===== src/rtl/adder_share_arbiter.sv =====
// Round-robin arbiter sharing one external W-bit adder among four requesters.
// Operands are held on the adder for SETTLE_CYCLES periods, then sum/carry are returned with the owner ID.
module adder_share_arbiter #(
    parameter int W             = 16,
    parameter int NREQ          = 4,
    parameter int SETTLE_CYCLES = 4
) (
    input  logic              clk,
    input  logic              rst_n,
    input  logic [NREQ-1:0]   req_valid,
    output logic [NREQ-1:0]   req_ready,
    input  logic [NREQ*W-1:0] req_a,
    input  logic [NREQ*W-1:0] req_b,
    input  logic [NREQ-1:0]   req_cin,
    input  logic [NREQ-1:0]   req_op,
    output logic [W-1:0]      add_a,
    output logic [W-1:0]      add_b,
    output logic              add_cin,
    input  logic [W-1:0]      add_s,
    input  logic              add_cout,
    output logic              rsp_valid,
    input  logic              rsp_ready,
    output logic [W-1:0]      rsp_s,
    output logic              rsp_cout,
    output logic [1:0]        rsp_id,
    output logic              busy
);

    typedef enum logic [1:0] {
        IDLE   = 2'd0,
        SETTLE = 2'd1,
        RESP   = 2'd2
    } state_t;

    state_t      r_state;
    state_t      w_nextState;
    logic [1:0]  r_lastGrant;
    logic [7:0]  r_count;
    logic [1:0]  w_sel;
    logic        w_found;
    logic        w_transfer;
    logic [W-1:0] w_opA;
    logic [W-1:0] w_opB;

    // Search starts one past the last winner so every waiting requester is reached within four grants.
    always_comb begin
        logic [1:0] idx;
        w_found = 1'b0;
        w_sel   = 2'd0;
        idx     = 2'd0;
        for (int k = 1; k <= NREQ; k++) begin
            idx = r_lastGrant + 2'(k);
            if (!w_found && req_valid[idx]) begin
                w_found = 1'b1;
                w_sel   = idx;
            end
        end
    end

    assign w_transfer = (r_state == IDLE) && w_found;
    assign w_opA      = req_a[w_sel*W +: W];
    assign w_opB      = req_b[w_sel*W +: W];

    always_comb begin
        req_ready = '0;
        if (w_transfer && rst_n) begin
            req_ready[w_sel] = 1'b1;
        end
    end

    always_comb begin
        w_nextState = r_state;
        case (r_state)
            IDLE:    if (w_found)          w_nextState = SETTLE;
            SETTLE:  if (r_count == 8'd0)  w_nextState = RESP;
            RESP:    if (rsp_ready)        w_nextState = IDLE;
            default:                       w_nextState = IDLE;
        endcase
    end

    always_ff @(posedge clk or negedge rst_n) begin
        if (!rst_n) begin
            r_state <= IDLE;
            busy    <= 1'b0;
        end else begin
            r_state <= w_nextState;
            busy    <= (w_nextState != IDLE);
        end
    end

    // Subtraction is A + ~B + 1, so the operand is inverted here and carry-in forced high.
    always_ff @(posedge clk or negedge rst_n) begin
        if (!rst_n) begin
            r_lastGrant <= 2'd3;
            r_count     <= 8'd0;
            add_a       <= '0;
            add_b       <= '0;
            add_cin     <= 1'b0;
            rsp_valid   <= 1'b0;
            rsp_s       <= '0;
            rsp_cout    <= 1'b0;
            rsp_id      <= 2'd0;
        end else begin
            case (r_state)
                IDLE: begin
                    if (w_transfer) begin
                        add_a       <= w_opA;
                        if (req_op[w_sel]) begin
                            add_b   <= ~w_opB;
                            add_cin <= 1'b1;
                        end else begin
                            add_b   <= w_opB;
                            add_cin <= req_cin[w_sel];
                        end
                        rsp_id      <= w_sel;
                        r_lastGrant <= w_sel;
                        r_count     <= 8'(SETTLE_CYCLES - 1);
                    end
                end
                SETTLE: begin
                    if (r_count == 8'd0) begin
                        rsp_s     <= add_s;
                        rsp_cout  <= add_cout;
                        rsp_valid <= 1'b1;
                    end else begin
                        r_count <= r_count - 8'd1;
                    end
                end
                RESP: begin
                    if (rsp_ready) begin
                        rsp_valid <= 1'b0;
                    end
                end
                default: ;
            endcase
        end
    end

endmodule

===== config.mk =====
export PLATFORM = sky130hd
export DESIGN_NAME = adder_share_arbiter
export DESIGN_NICKNAME = d
export VERILOG_FILES = /design/src/rtl/adder_share_arbiter.sv
export SDC_FILE = /design/constraint.sdc
export NUM_CORES = 1
export LEC_CHECK = 0
export CORE_AREA = 2 2 106 108
export CTS_CLUSTER_SIZE = 28
export DETAILED_ROUTE_END_ITERATION = 7
export DIE_AREA = 0 0 108 110
export PLACE_DENSITY = 0.88
export SLEW_MARGIN = 0
export SYNTH_ARGS = -nofsm -noshare
export SYNTH_HDL_FRONTEND = slang
export SYNTH_SLANG_ARGS = --single-unit
export TNS_END_PERCENT = 100

===== constraint.sdc =====
create_clock -name clk -period 2.45 [get_ports clk]
set_clock_uncertainty 0.1 [all_clocks]
set_input_delay 0.3675 -clock clk [delete_from_list [all_inputs] [get_ports clk]]
set_output_delay 0.3675 -clock clk [all_outputs]
set_load 0.1 [all_outputs]

# Word level (Yosys, flattened, before mapping)
# Index checks and enable logic that the tools add are counted.
[word_totals]
out_inout_bits = 58
reg_bits = 66
inputBits = 160
[classes]
shifts = 2
addsub = 4
eq_ne = 6
reduce_logical = 18
n_mux = 35
order_cmp = 6
n_bitwise = 1
[ops]
columns = ["op", "count"]
rows = [
  ["$shiftx A64 B7 Y16", 2],
  ["$mux W16", 1],
  ["$mux W8", 2],
  ["$not A16 Y16", 1],
  ["$pmux W8 S2", 1],
  ["$lt A2 B3 Y1 const B", 5],
  ["$mux W1", 14],
  ["$mux W2", 7],
  ["$bmux W1 S2", 6],
  ["$logic_not A8 Y1", 1],
  ["$ne A2 B2 Y1 const B", 4],
  ["$sub A8 B1 Y8 const B", 1],
  ["$logic_and A1 B1 Y1", 6],
  ["$pmux W2 S3", 1],
  ["$reduce_and A3 Y1", 2],
  ["$reduce_bool A2 Y1", 3],
  ["$add A2 B2 Y2 const B", 2],
  ["$mux W4", 1],
  ["$reduce_and A2 Y1", 2],
  ["$logic_not A1 Y1", 3],
  ["$add A2 B1 Y2 const B", 1],
  ["$demux W1 S2", 1],
  ["$eq A2 B1 Y1 const B", 1],
  ["$eq A2 B2 Y1 const B", 1],
  ["other kinds (3)", 3],
]

# Depth between registers and ports, before layout
# Gate-level depths: netlist of run 1.
[logic_depth]
depth_word = 18
mapped_depth = 8

# Worst setup path after synthesis of run 1
# OpenSTA, ideal clock, no wires.
[synth_path]
kind = "register to output"
start = "register r_lastGrant[1]"
end = "output req_ready[0]"
path_slack_ns = -1.668
stages_incl_launch_ff = 8
t_arrival_ns = 3.650
n_path_buf = 3
t_required_ns = 1.982
path_cell_list = "dfstp_2 > clkbuf_2 > nand2_1 > a21oi_1 > o221a_2 > buf_6 > buf_2 > nor3b_1"
[synth_via]
elab_chain_cells = 18
word_cells_on_any_way = 33
cone_classes = "3 x add/sub; 2 x order compare; 19 x mux; 9 x reduce/logical"
[synth_rtl]
columns = ["item", "line", "rtl"]
rows = [
  ["from (decl)", "37", "logic [1:0] r_lastGrant;"],
  ["from (signal assigned)", "116", "r_lastGrant <= w_sel;"],
  ["$add A2 B1 Y2", "52", "idx = r_lastGrant + 2'(k);"],
  ["$bmux W1 S2", "53", "if (!w_found && req_valid[idx]) begin"],
  ["$mux W1 (implied by the code)", "53", ""],
  ["$mux W1", "53", ""],
  ["$logic_not A1 Y1", "53", ""],
  ["$logic_and A1 B1 Y1", "53", ""],
  ["$mux W1", "53", ""],
  ["$logic_not A1 Y1", "53", ""],
  ["(+2 left out)", "--", ""],
  ["$logic_not A1 Y1", "53", ""],
  ["$logic_and A1 B1 Y1", "53", ""],
  ["$mux W2", "53", ""],
  ["$lt A2 B3 Y1 (implied by the code) / $ge A2 B1 Y1 (equally long branches)", "67", "req_ready[w_sel] = 1'b1;"],
  ["$logic_and A1 B1 Y1 (implied by the code)", "67", ""],
  ["$mux W1 (implied by the code)", "67", ""],
  ["$demux W1 S2", "67", ""],
  ["$mux W4 (*)", "66", "if (w_transfer && rst_n) begin"],
  ["to (decl)", "11", "output logic [NREQ-1:0] req_ready,"],
]
# Every way passes the cells marked *; elsewhere a longest branch is shown, timed or not. The select of a mux whose other input is x is not followed.

# Worst setup path in the final report of run 1
# Ends and elaborated chain as after synthesis.

==> metrics.cfg, run 1 <==
[grt]
grt_start_max_net_pins = 67
track_usage_pct = 21.43
grt_antenna_before_repair = 0
grt_pass1_wl_um = 19670
grt_pass1_vias = 4131
overflow = 0

[finish]
area_delta_synth_final_pct = 66.59
final_area_mm2 = 0.006943
final_nets = 785
n_antenna_cell = 0
fillers = 808
drive_gt1_share_pct = 23.69

[synth]
netlist_area_mm2 = 0.004168
async_flop_share_pct = 100.0
ys_seq_elements = 66
syn_area_per_cell_um2 = 10.60
netlist-cell-type-count = 42
ys.flop_type = dfrtp_1
synth_commonest_cells = xor2_1, mux2i_1, dfrtp_1
ys_seq_area_share_pct = 39.69
yosysTopAreaCellShare_pct = 38.43
synth_nets = 554
synth_cells = 393
netlist.top_cell.by_area = dfrtp_1
synthMostInstantiatedCell = xor2_1
synthTopCellsByArea = dfrtp_1, mux2i_1, xor2_1
yosysWarnings = 0
synth_edf_count = 0

[floorplanning]
coreArea_mm2 = 0.01070
die_h_um = 110
dieWidth_um = 108
die_area_mm2 = 0.01188
rows = 38
start_util_pct = 38.96
io_pins = 218

[timing]
maxSlewHeadroom_pct = 43.78
worst_slew_pin_slew_ps = 843.2
fmax_mhz = 403.3
final-hold-violation-count = 0
grt_setup_unrepaired = yes
setup_viol = 2
finalMaxSlewViolations = 0
fin_ws_ps = -29.69
fin_crit_ps = 2480
min_period_over_period_pct = 101.2

[clock_tree]
postCtsHoldBufs = 0
cts_root_buf = clkbuf_8
clk_latency_ps = 350
cts_buffer_depth = 2
cts_htree_levels = 3
cts_sinks = 66
numCtsBuffers = 9
cts.clk_slew.worst_paths_ps = 90
cts_tree = done

[setup_path]
cp_data_required_time_ps = 1980
cp-start-kind = flop
critPathBufInv = 1
path_cells = nand2_1 > a21oi_2 > o221a_4 > nor3b_4 > buf_12
critPathLaunch = r_lastGrant[1]$_DFFE_PN1P_
max_stage_delay_ps = 640
worst_ep_arrival_time_ps = 2010
crit_type = reg2out
crit_family = flip-flops
rrSetupSlack_ps = 180
cp_max_fo = 6
worst_r2r_startpoint = r_lastGrant[1]$_DFFE_PN1P_
cp-end-kind = output port
worst_path_max_delay_cell = dfstp_2

[flow_run]
max_cap_violations = 0

[place]
place_area_mm2 = 0.006635
gp_congestion = 0.7815
portBuffers = 217
hpwl_um = 9949

[status]
violations = negative setup slack
status = complete, but fails checks

[drt]
wl_per_cell_um = 16.94
drt_pass1_iterations = 4
via_per_inst = 5.082
num_vias = 3908
ant_nets = 0
drc = 0
drtIter0Drc = 185
wl_um = 13030

[power_and_ir_drop]
leakagePower_nw = 3.235
powerDensity_mw_per_mm2 = 1395
power_w = 0.009682
vdd_drop_max_mv = 1.594

[hold_path]
min_path_type = in2async

## state kept, by name, indices dropped and copies added (netlist names)
name         count
add_a           16
add_b           16
rsp_s           16
r_count          8
r_lastGrant      2
r_state          2
rsp_id           2
add_cin          1
busy             1
rsp_cout         1
rsp_valid        1
## cell type report
type	instances	area, um^2	share of cell area (%)
repair buffers	249	2457	35.39
multi-input cells	292	2409	34.69
flip-flops and latches	66	1654	23.82
well taps	140	175.2	2.523
clock buffers	9	123.9	1.784
clock inverters	7	101.3	1.460
inverters	6	22.52	0.3244
## metal layers
metal / track usage [%] / up-vias / share of wire (%)
met2: 39.58 / 173 / 52
met4: 10.07 / 0 / 2.6
li1: - / 1852 / -
met1: 23.34 / 1857 / 38
met5: 0 / - / 0
met3: 4.762 / 26 / 7.5
## through the flow
stage	setup WS, ps	TNS (ps)	hold slack (ps)	utilization (%)	cells
2_1_floorplan	-178.7	-408.7	-28.09	-	393
3_3_place_gp	-58.48	-194.7	361.0	62.02	747
3_5_place_dp	-143.3	-1978	367.1	62.02	747
4_1_cts	4.745	0	228.3	64.73	769
5_1_grt	-117.2	-301.1	277.4	64.90	769
6_report	-29.69	-55.31	204.2	64.90	769
## power by group
part | total (W) | switching [W] | internal [W]
Sequential | 0.00199 | 0.000361 | 0.00163
Clock | 0.00105 | 0.000464 | 0.000581
Combinational | 0.00664 | 0.00458 | 0.00206
## kinds of logic after synthesis
kind of cell	synth area share (%)
adders and majority gates	0.3002
muxes	21.47
DFF	39.69
and+or+nand+nor	10.57
buffers and inverters	4.263
xor gates and xnor gates	14.50
AOI/OAI and AO/OA	9.216
## worst reg2reg max path, cell delays in order (launching register included)
cell	delay (ps)
dfstp_2	640
nand2_1	130
a21oi_2	190
o221a_4	270
buf_4	160
buf_4	230
mux2i_1	300
o221ai_1	140
## worst paths after layout
| check | endpoint | depth (start not counted) |
|---|---|---|
| max | req_ready[0] | 5 |
| min in group clk | rsp_id[1]$_DFFE_PN0P_ | 2 |
| max in group asynchronous | add_a[10]$_DFFE_PN0P_ | 2 |
| max reg2reg | add_a[4]$_DFFE_PN0P_ | 7 |
| min | add_a[2]$_DFFE_PN0P_ | 2 |
| min reg2reg | rsp_id[1]$_DFFE_PN0P_ | 2 |
## placed cells by master (no fill, tap or decap), drive strengths merged, types with 2 or more instances in the layout
master         Yosys  final
dlygate4sd2        0      4
buf               18     91
o21ai              5      5
nand2             52     52
nand2b             4      4
nor4               2      2
o221ai            33     33
or3                2      2
nand3              2      2
nor2              14     14
clkbuf            11      9
clkinvlp           0      2
nor3b              4      4
inv                6      8
mux2              19     19
mux2i             65     65
nor3               3      3
clkdlybuf4s50      0    154
a21oi              5      5
bufinv             0      2
o21a               2      2
dfstp              2      2
nand4              2      2
xor2              68     68
dfrtp             64     64
## repair_timing
action	in CTS	in global routing
endpoints found under the setup margin	4	4
gates resized for setup	6	4
setup buffers	6	0
endpoints found under the hold margin	0	0
pin swaps	3	1
Power figures use the tool's default switching activity.
==> run 2, diff against run 1 <==
--- a/config.mk
+++ b/config.mk
@@ -5,11 +5,11 @@
 export SDC_FILE = /design/constraint.sdc
 export NUM_CORES = 1
 export LEC_CHECK = 0
-export CORE_AREA = 2 2 106 108
+export CORE_AREA = 2 2 121 94
 export CTS_CLUSTER_SIZE = 28
 export DETAILED_ROUTE_END_ITERATION = 7
-export DIE_AREA = 0 0 108 110
-export PLACE_DENSITY = 0.88
+export DIE_AREA = 0 0 123 96
+export PLACE_DENSITY = 0.89
 export SLEW_MARGIN = 0
 export SYNTH_ARGS = -nofsm -noshare
 export SYNTH_HDL_FRONTEND = slang
==> run 2 against run 1 <==
Effect of this change: the flow now finishes without violations; hold slack better by 180 ps; final cell count fell by 1.0%; routed wire length up 0.81%; sequential power about the same; first-iteration DRC count is 26% lower; critical path type is now in2out; critical endpoint is now req_ready[2]; largest power group unchanged.
==> metrics.cfg, run 2 (same netlist as run 1, synthesis figures left out) <==
[timing]
final-hold-violation-count = 0  ; unchanged
maxSlewHeadroom_pct = 44.02  ; +0.23 points
setup_viol = 0  ; -2
min_period_over_period_pct = 96.59  ; -4.6 points
fmax_mhz = 422.6  ; +4.8%
fin_setup_tns_ps = 0  ; +55.31 ps
grt_setup_unrepaired = no
worst_slew_pin_slew_ps = 839.7  ; -3.513 ps
finalMaxSlewViolations = 0  ; unchanged
fin_crit_ps = 2366  ; -113.3 ps

[hold_path]
min_path_type = reg2reg

[finish]
n_antenna_cell = 0  ; unchanged
regArea_mm2 = 0.001654  ; unchanged
area_delta_synth_final_pct = 65.75
final_common_cell = clkdlybuf4s50_1
final_nets = 777  ; -1.0%
fillers = 819  ; +1.4%
final_area_mm2 = 0.006908  ; -0.50%
drive_gt1_share_pct = 23.03  ; -0.66 points
layout_common_cells = clkdlybuf4s50_1, buf_4, xor2_1
multi_input_area_mm2 = 0.002419  ; +0.42%
top_regs = add_a: 16 flops, add_b: 16 flops, rsp_s: 16 flops

[floorplanning]
die_h_um = 96  ; -13%
start_util_pct = 39.12  ; +0.16 points
dieWidth_um = 123  ; +14%
die_area_mm2 = 0.01181  ; -0.61%
coreArea_mm2 = 0.01065  ; -0.42%
rows = 33  ; -13%
io_pins = 218  ; unchanged

[power_and_ir_drop]
vdd_drop_max_mv = 1.390  ; -13%
leakagePower_nw = 3.209  ; -0.80%
powerDensity_mw_per_mm2 = 1414  ; +1.4%
power_w = 0.009770  ; +0.91%

[drt]
wl_per_cell_um = 17.25  ; +1.9%
via_per_inst = 5.142  ; +1.2%
wl_met3_um = 912  ; -7.1%
drc = 0  ; unchanged
dr_wl_met2_um = 6760  ; -0.21%
wl_um = 13130  ; +0.81%
drtIter0Drc = 136  ; -26%
met1_length_um = 5233  ; +6.2%
drt_pass1_iterations = 4  ; unchanged
ant_nets = 0  ; unchanged
num_vias = 3913  ; +0.13%
top_layer_used = met4

[clock_tree]
cts_tree = done
clk_latency_ps = 320  ; -30 ps
cts_buffer_depth = 2  ; unchanged
cts_htree_levels = 3  ; unchanged
cts_root_buf = clkbuf_16
cts_sinks = 66  ; unchanged
numCtsBuffers = 9  ; unchanged
cts.clk_slew.worst_paths_ps = 60  ; -30 ps

[setup_path]
path_cells = clkdlybuf4s50_1 > buf_4 > o21ai_2 > a211oi_4 > and4_2 > buf_12
crit_family = buffers and inverters
crit_type = in2out
worst_ep_arrival_time_ps = 1900  ; -110 ps
critPathBufInv = 3  ; +2
max_stage_delay_ps = 500  ; -140 ps
worst_path_max_delay_cell = clkdlybuf4s50_1
cp_data_required_time_ps = 1980  ; about the same
cp_max_fo = 4  ; -2
cp-end-kind = output port
cp-start-kind = primary input

[place]
portBuffers = 217  ; unchanged
hpwl_um = 9787  ; -1.6%
gp_congestion = 0.8170  ; +4.5%
place_area_mm2 = 0.006528  ; -1.6%

[grt]
grt_pass1_vias = 4046  ; -2.1%
grt_antenna_before_repair = 0  ; unchanged
track_usage_pct = 21.79  ; +0.36 points
grt_pass1_wl_um = 19990  ; +1.6%
overflow = 0  ; unchanged
grt_start_max_net_pins = 65  ; -3.0%

[flow_run]
max_cap_violations = 0  ; unchanged

[status]
status = completed

[run 2: worst paths after layout]
| kind | end | cells after the start | start | slack, ps |
|---|---|---|---|---|
| max reg2reg | r_count[7]$_DFFE_PN0P_ | 7 | r_count[0]$_DFFE_PN0P_ | 310 |
| min reg2reg | add_a[11]$_DFFE_PN0P_ | 2 | add_a[11]$_DFFE_PN0P_ | 390 |
| min in group asynchronous | r_lastGrant[1]$_DFFE_PN1P_ | 2 | rst_n | 520 |
| max | req_ready[2] | 6 | req_valid[3] | 80 |
| max in group asynchronous | rsp_s[6]$_DFFE_PN0P_ | 3 | rst_n | 890 |
| min | add_a[11]$_DFFE_PN0P_ | 2 | add_a[11]$_DFFE_PN0P_ | 390 |
[run 2: layout make-up]
type / instances / area share [%]
tap: 140 / 2.536
sequential: 66 / 23.94
clock inverter: 7 / 1.123
clock buffer: 9 / 3.260
multi-input combinational: 292 / 35.01
inverter: 6 / 0.3260
timing repair buffer: 241 / 33.80
[run 2: worst register-to-register path, delay by kind of cell, from the launching register on]
family / cells / cell delay [ps]
DFF: 1 / 400
and+or+nand+nor: 4 / 1100
adders and majority gates: 1 / 190
buffers and inverters: 1 / 80
xor gates and xnor gates: 1 / 170
[run 2: per-stage QoR]
step,worst slack (ps),std cells,hold slack [ps],utilization [%]
4_1_cts,3.966,759,389.6,64.49
3_5_place_dp,-102.0,741,276.1,61.28
2_1_floorplan,-178.7,393,-28.09,-
6_report,83.59,761,386.3,64.85
3_3_place_gp,4.389,741,262.8,61.28
5_1_grt,18.00,761,410.1,64.85
[run 2: routing by layer]
metal  up-vias  track usage, %
li1       1833               -
met1      1904           26.28
met2       153           39.13
met3        23           4.739
met4         0           6.534
met5         -               0
[run 2: repair_timing]
| item | 4_1_cts | 5_1_grt |
|---|---|---|
| hold endpoints to repair | 2 | 0 |
| hold buffers | 1 | 0 |
| setup endpoints to repair | 4 | 4 |
| resized for setup | 4 | 7 |
| gates cloned | 0 | 0 |
| buffers inserted | 1 | 2 |
| pin swaps | 1 | 0 |
[run 2: power breakdown]
group / internal (W) / switching [W] / total, W
Sequential: 0.00164 / 0.000372 / 0.00201
Clock: 0.000796 / 0.000495 / 0.00129
Combinational: 0.00190 / 0.00457 / 0.00647
Total: 0.00433 / 0.00544 / 0.00977
==> run 3, diff against run 2 <==
--- a/config.mk
+++ b/config.mk
@@ -9,7 +9,7 @@
 export CTS_CLUSTER_SIZE = 28
 export DETAILED_ROUTE_END_ITERATION = 7
 export DIE_AREA = 0 0 123 96
-export PLACE_DENSITY = 0.89
+export PLACE_DENSITY = 0.81
 export SLEW_MARGIN = 0
 export SYNTH_ARGS = -nofsm -noshare
 export SYNTH_HDL_FRONTEND = slang
==> run 3 against run 2 <==
Effect of this change: design area fell by 0.40%; worst setup slack got worse by 29 ps; critical path depth fell by 2; register-to-register slack got worse by 70 ps; non-clock buffer count rose by 2; utilization fell by 0.26 points; sequential power barely moved; highest routed layer unchanged.
==> metrics.cfg, run 3 (same netlist as run 1, synthesis figures left out) <==
[place]
hpwl_um = 9735  ; -0.54%
gp_congestion = 0.7678  ; -6.0%
place_area_mm2 = 0.006510  ; -0.27%
portBuffers = 217  ; unchanged

[setup_path]
cp_data_required_time_ps = 1980  ; about the same
reg2reg_depth = 6  ; -1
cp_max_fo = 7  ; +3
cp-start-kind = flop
crit_type = reg2out
worst_r2r_startpoint = r_lastGrant[1]$_DFFE_PN1P_
rrSetupSlack_ps = 240  ; -70 ps
rr_endpoint = add_a[0]$_DFFE_PN0P_
worst_ep_arrival_time_ps = 1930  ; +30 ps
cp-end-kind = output port

[clock_tree]
cts_sinks = 66  ; unchanged
numCtsBuffers = 9  ; unchanged
cts_tree = done
cts_htree_levels = 3  ; unchanged
postCtsHoldBufs = 0  ; -1
cts_root_buf = clkbuf_16
cts.clk_slew.worst_paths_ps = 60  ; about the same
cts_buffer_depth = 2  ; unchanged
clk_latency_ps = 320  ; about the same

[grt]
grt_start_max_net_pins = 67  ; +3.1%
grt_pass1_wl_um = 19280  ; -3.6%
grt_antenna_before_repair = 0  ; unchanged
grt_pass1_vias = 3864  ; -4.5%
overflow = 0  ; unchanged
track_usage_pct = 20.94  ; -0.85 points

[floorplanning]
io_pins = 218  ; unchanged
die_area_mm2 = 0.01181  ; unchanged
dieWidth_um = 123  ; unchanged
die_h_um = 96  ; unchanged
rows = 33  ; unchanged
start_util_pct = 39.12  ; unchanged
coreArea_mm2 = 0.01065  ; unchanged

[timing]
finalMaxSlewViolations = 0  ; unchanged
fmax_mhz = 417.5  ; -1.2%
fin_crit_ps = 2395  ; +28.74 ps
maxSlewHeadroom_pct = 43.26  ; -0.76 points
worst_slew_pin_slew_ps = 851.1  ; +11.34 ps
fin_setup_tns_ps = 0  ; unchanged
whs_ps = 188.1  ; -198.2 ps
min_period_over_period_pct = 97.76  ; +1.2 points
setup_viol = 0  ; unchanged
final-hold-violation-count = 0  ; unchanged
grt_setup_unrepaired = yes

[finish]
area_delta_synth_final_pct = 65.09
final_common_cell = clkdlybuf4s50_1
drive_gt1_share_pct = 22.95  ; -0.074 points
final_nets = 779  ; +0.26%
top_regs = add_a: 16 flops, add_b: 16 flops, rsp_s: 16 flops
n_antenna_cell = 0  ; unchanged
final_area_mm2 = 0.006880  ; -0.40%
layout_common_cells = clkdlybuf4s50_1, buf_4, xor2_1

[power_and_ir_drop]
sw_frac_of_total_pct = 55.32  ; -0.33 points
vdd_drop_max_mv = 1.159  ; -17%
leakagePower_nw = 3.221  ; +0.37%
power_w = 0.009675  ; -0.98%
p_int_w = 0.004323  ; -0.24%
combPwrFrac_pct = 66.5  ; +0.3 points
power_frac_clock_pct = 12.9  ; -0.3 points
power.net_switching_w = 0.005352  ; -1.6%
pwr-share-seq_pct = 20.6  ; about the same
powerDensity_mw_per_mm2 = 1406  ; -0.58%

[flow_run]
max_cap_violations = 0  ; unchanged

[drt]
drc = 0  ; unchanged
num_vias = 3832  ; -2.1%
via_per_inst = 5.022  ; -2.3%
wl_um = 12610  ; -4.0%
drtIter0Drc = 186  ; +37%
ant_nets = 0  ; unchanged
drt_pass1_iterations = 4  ; unchanged
wl_per_cell_um = 16.53  ; -4.2%

[status]
status = completed

[hold_path]
min_path_type = in2async

[run 3: what timing repair did]
action,4_1_cts,5_1_grt
pin swaps,1,5
setup endpoints to repair,4,5
setup buffers,2,3
resized for setup,3,6
[run 3: how the worst max path moves through the flow]
| stage | start | endpoint | slack [ps] |
|---|---|---|---|
| 2_1_floorplan | r_lastGrant[1]$_DFFE_PN1P_ | req_ready[0] | -180 |
| 3_3_place_gp | req_valid[0] | add_b[9]$_DFFE_PN0P_ | -70 |
| 3_5_place_dp | req_valid[1] | add_a[13]$_DFFE_PN0P_ | -170 |
| 4_1_cts | req_valid[1] | req_ready[0] | -30 |
| 5_1_grt | r_lastGrant[1]$_DFFE_PN1P_ | req_ready[0] | -40 |
| 6_report | r_lastGrant[1]$_DFFE_PN1P_ | req_ready[0] | 50 |
[run 3: power by group through the flow]
stage                     clock [W]  combinational (W)  sequential (W)
after floorplan                   0            0.00182         0.00502
after global placement            0            0.00629         0.00198
after detailed placement          0            0.00640         0.00200
after CTS                   0.00128            0.00643         0.00200
after global routing        0.00134            0.00672         0.00206
final                       0.00125            0.00643         0.00199
[run 3: metrics by stage]
step	cells	utilization, %	setup WS (ps)
final	763	64.59	54.85
after global routing	763	64.59	-38.69
after CTS	760	64.21	-31.05
after detailed placement	742	61.11	-166.8
after global placement	742	61.11	-74.12
after floorplan	393	-	-178.7
[run 3: final cells by class]
| type | instances | area [um^2] |
|---|---|---|
| Multi-Input combinational cell | 292 | 2409 |
| Clock inverter | 7 | 70.07 |
| Tap cell | 140 | 175.2 |
| Timing Repair Buffer | 243 | 2325 |
| Inverter | 6 | 22.52 |
| Fill cell | 848 | 3772 |
| Sequential cell | 66 | 1654 |
| Clock buffer | 9 | 225.2 |
[run 3: per-layer routing]
metal,share of wire [%],GRT usage [%],up-vias
met1,42,25.79,1834
met3,7.5,5.569,14
li1,-,-,1845
met2,49,36.65,139
met4,1.3,5.303,0
met5,0,0,-
[run 3: worst max-delay path, cell delays in order, from the launching register on]
cell and delay, ps:
dfstp_2 580, mux2i_1 240, o221a_4 280, nor3b_4 290
buf_12 210
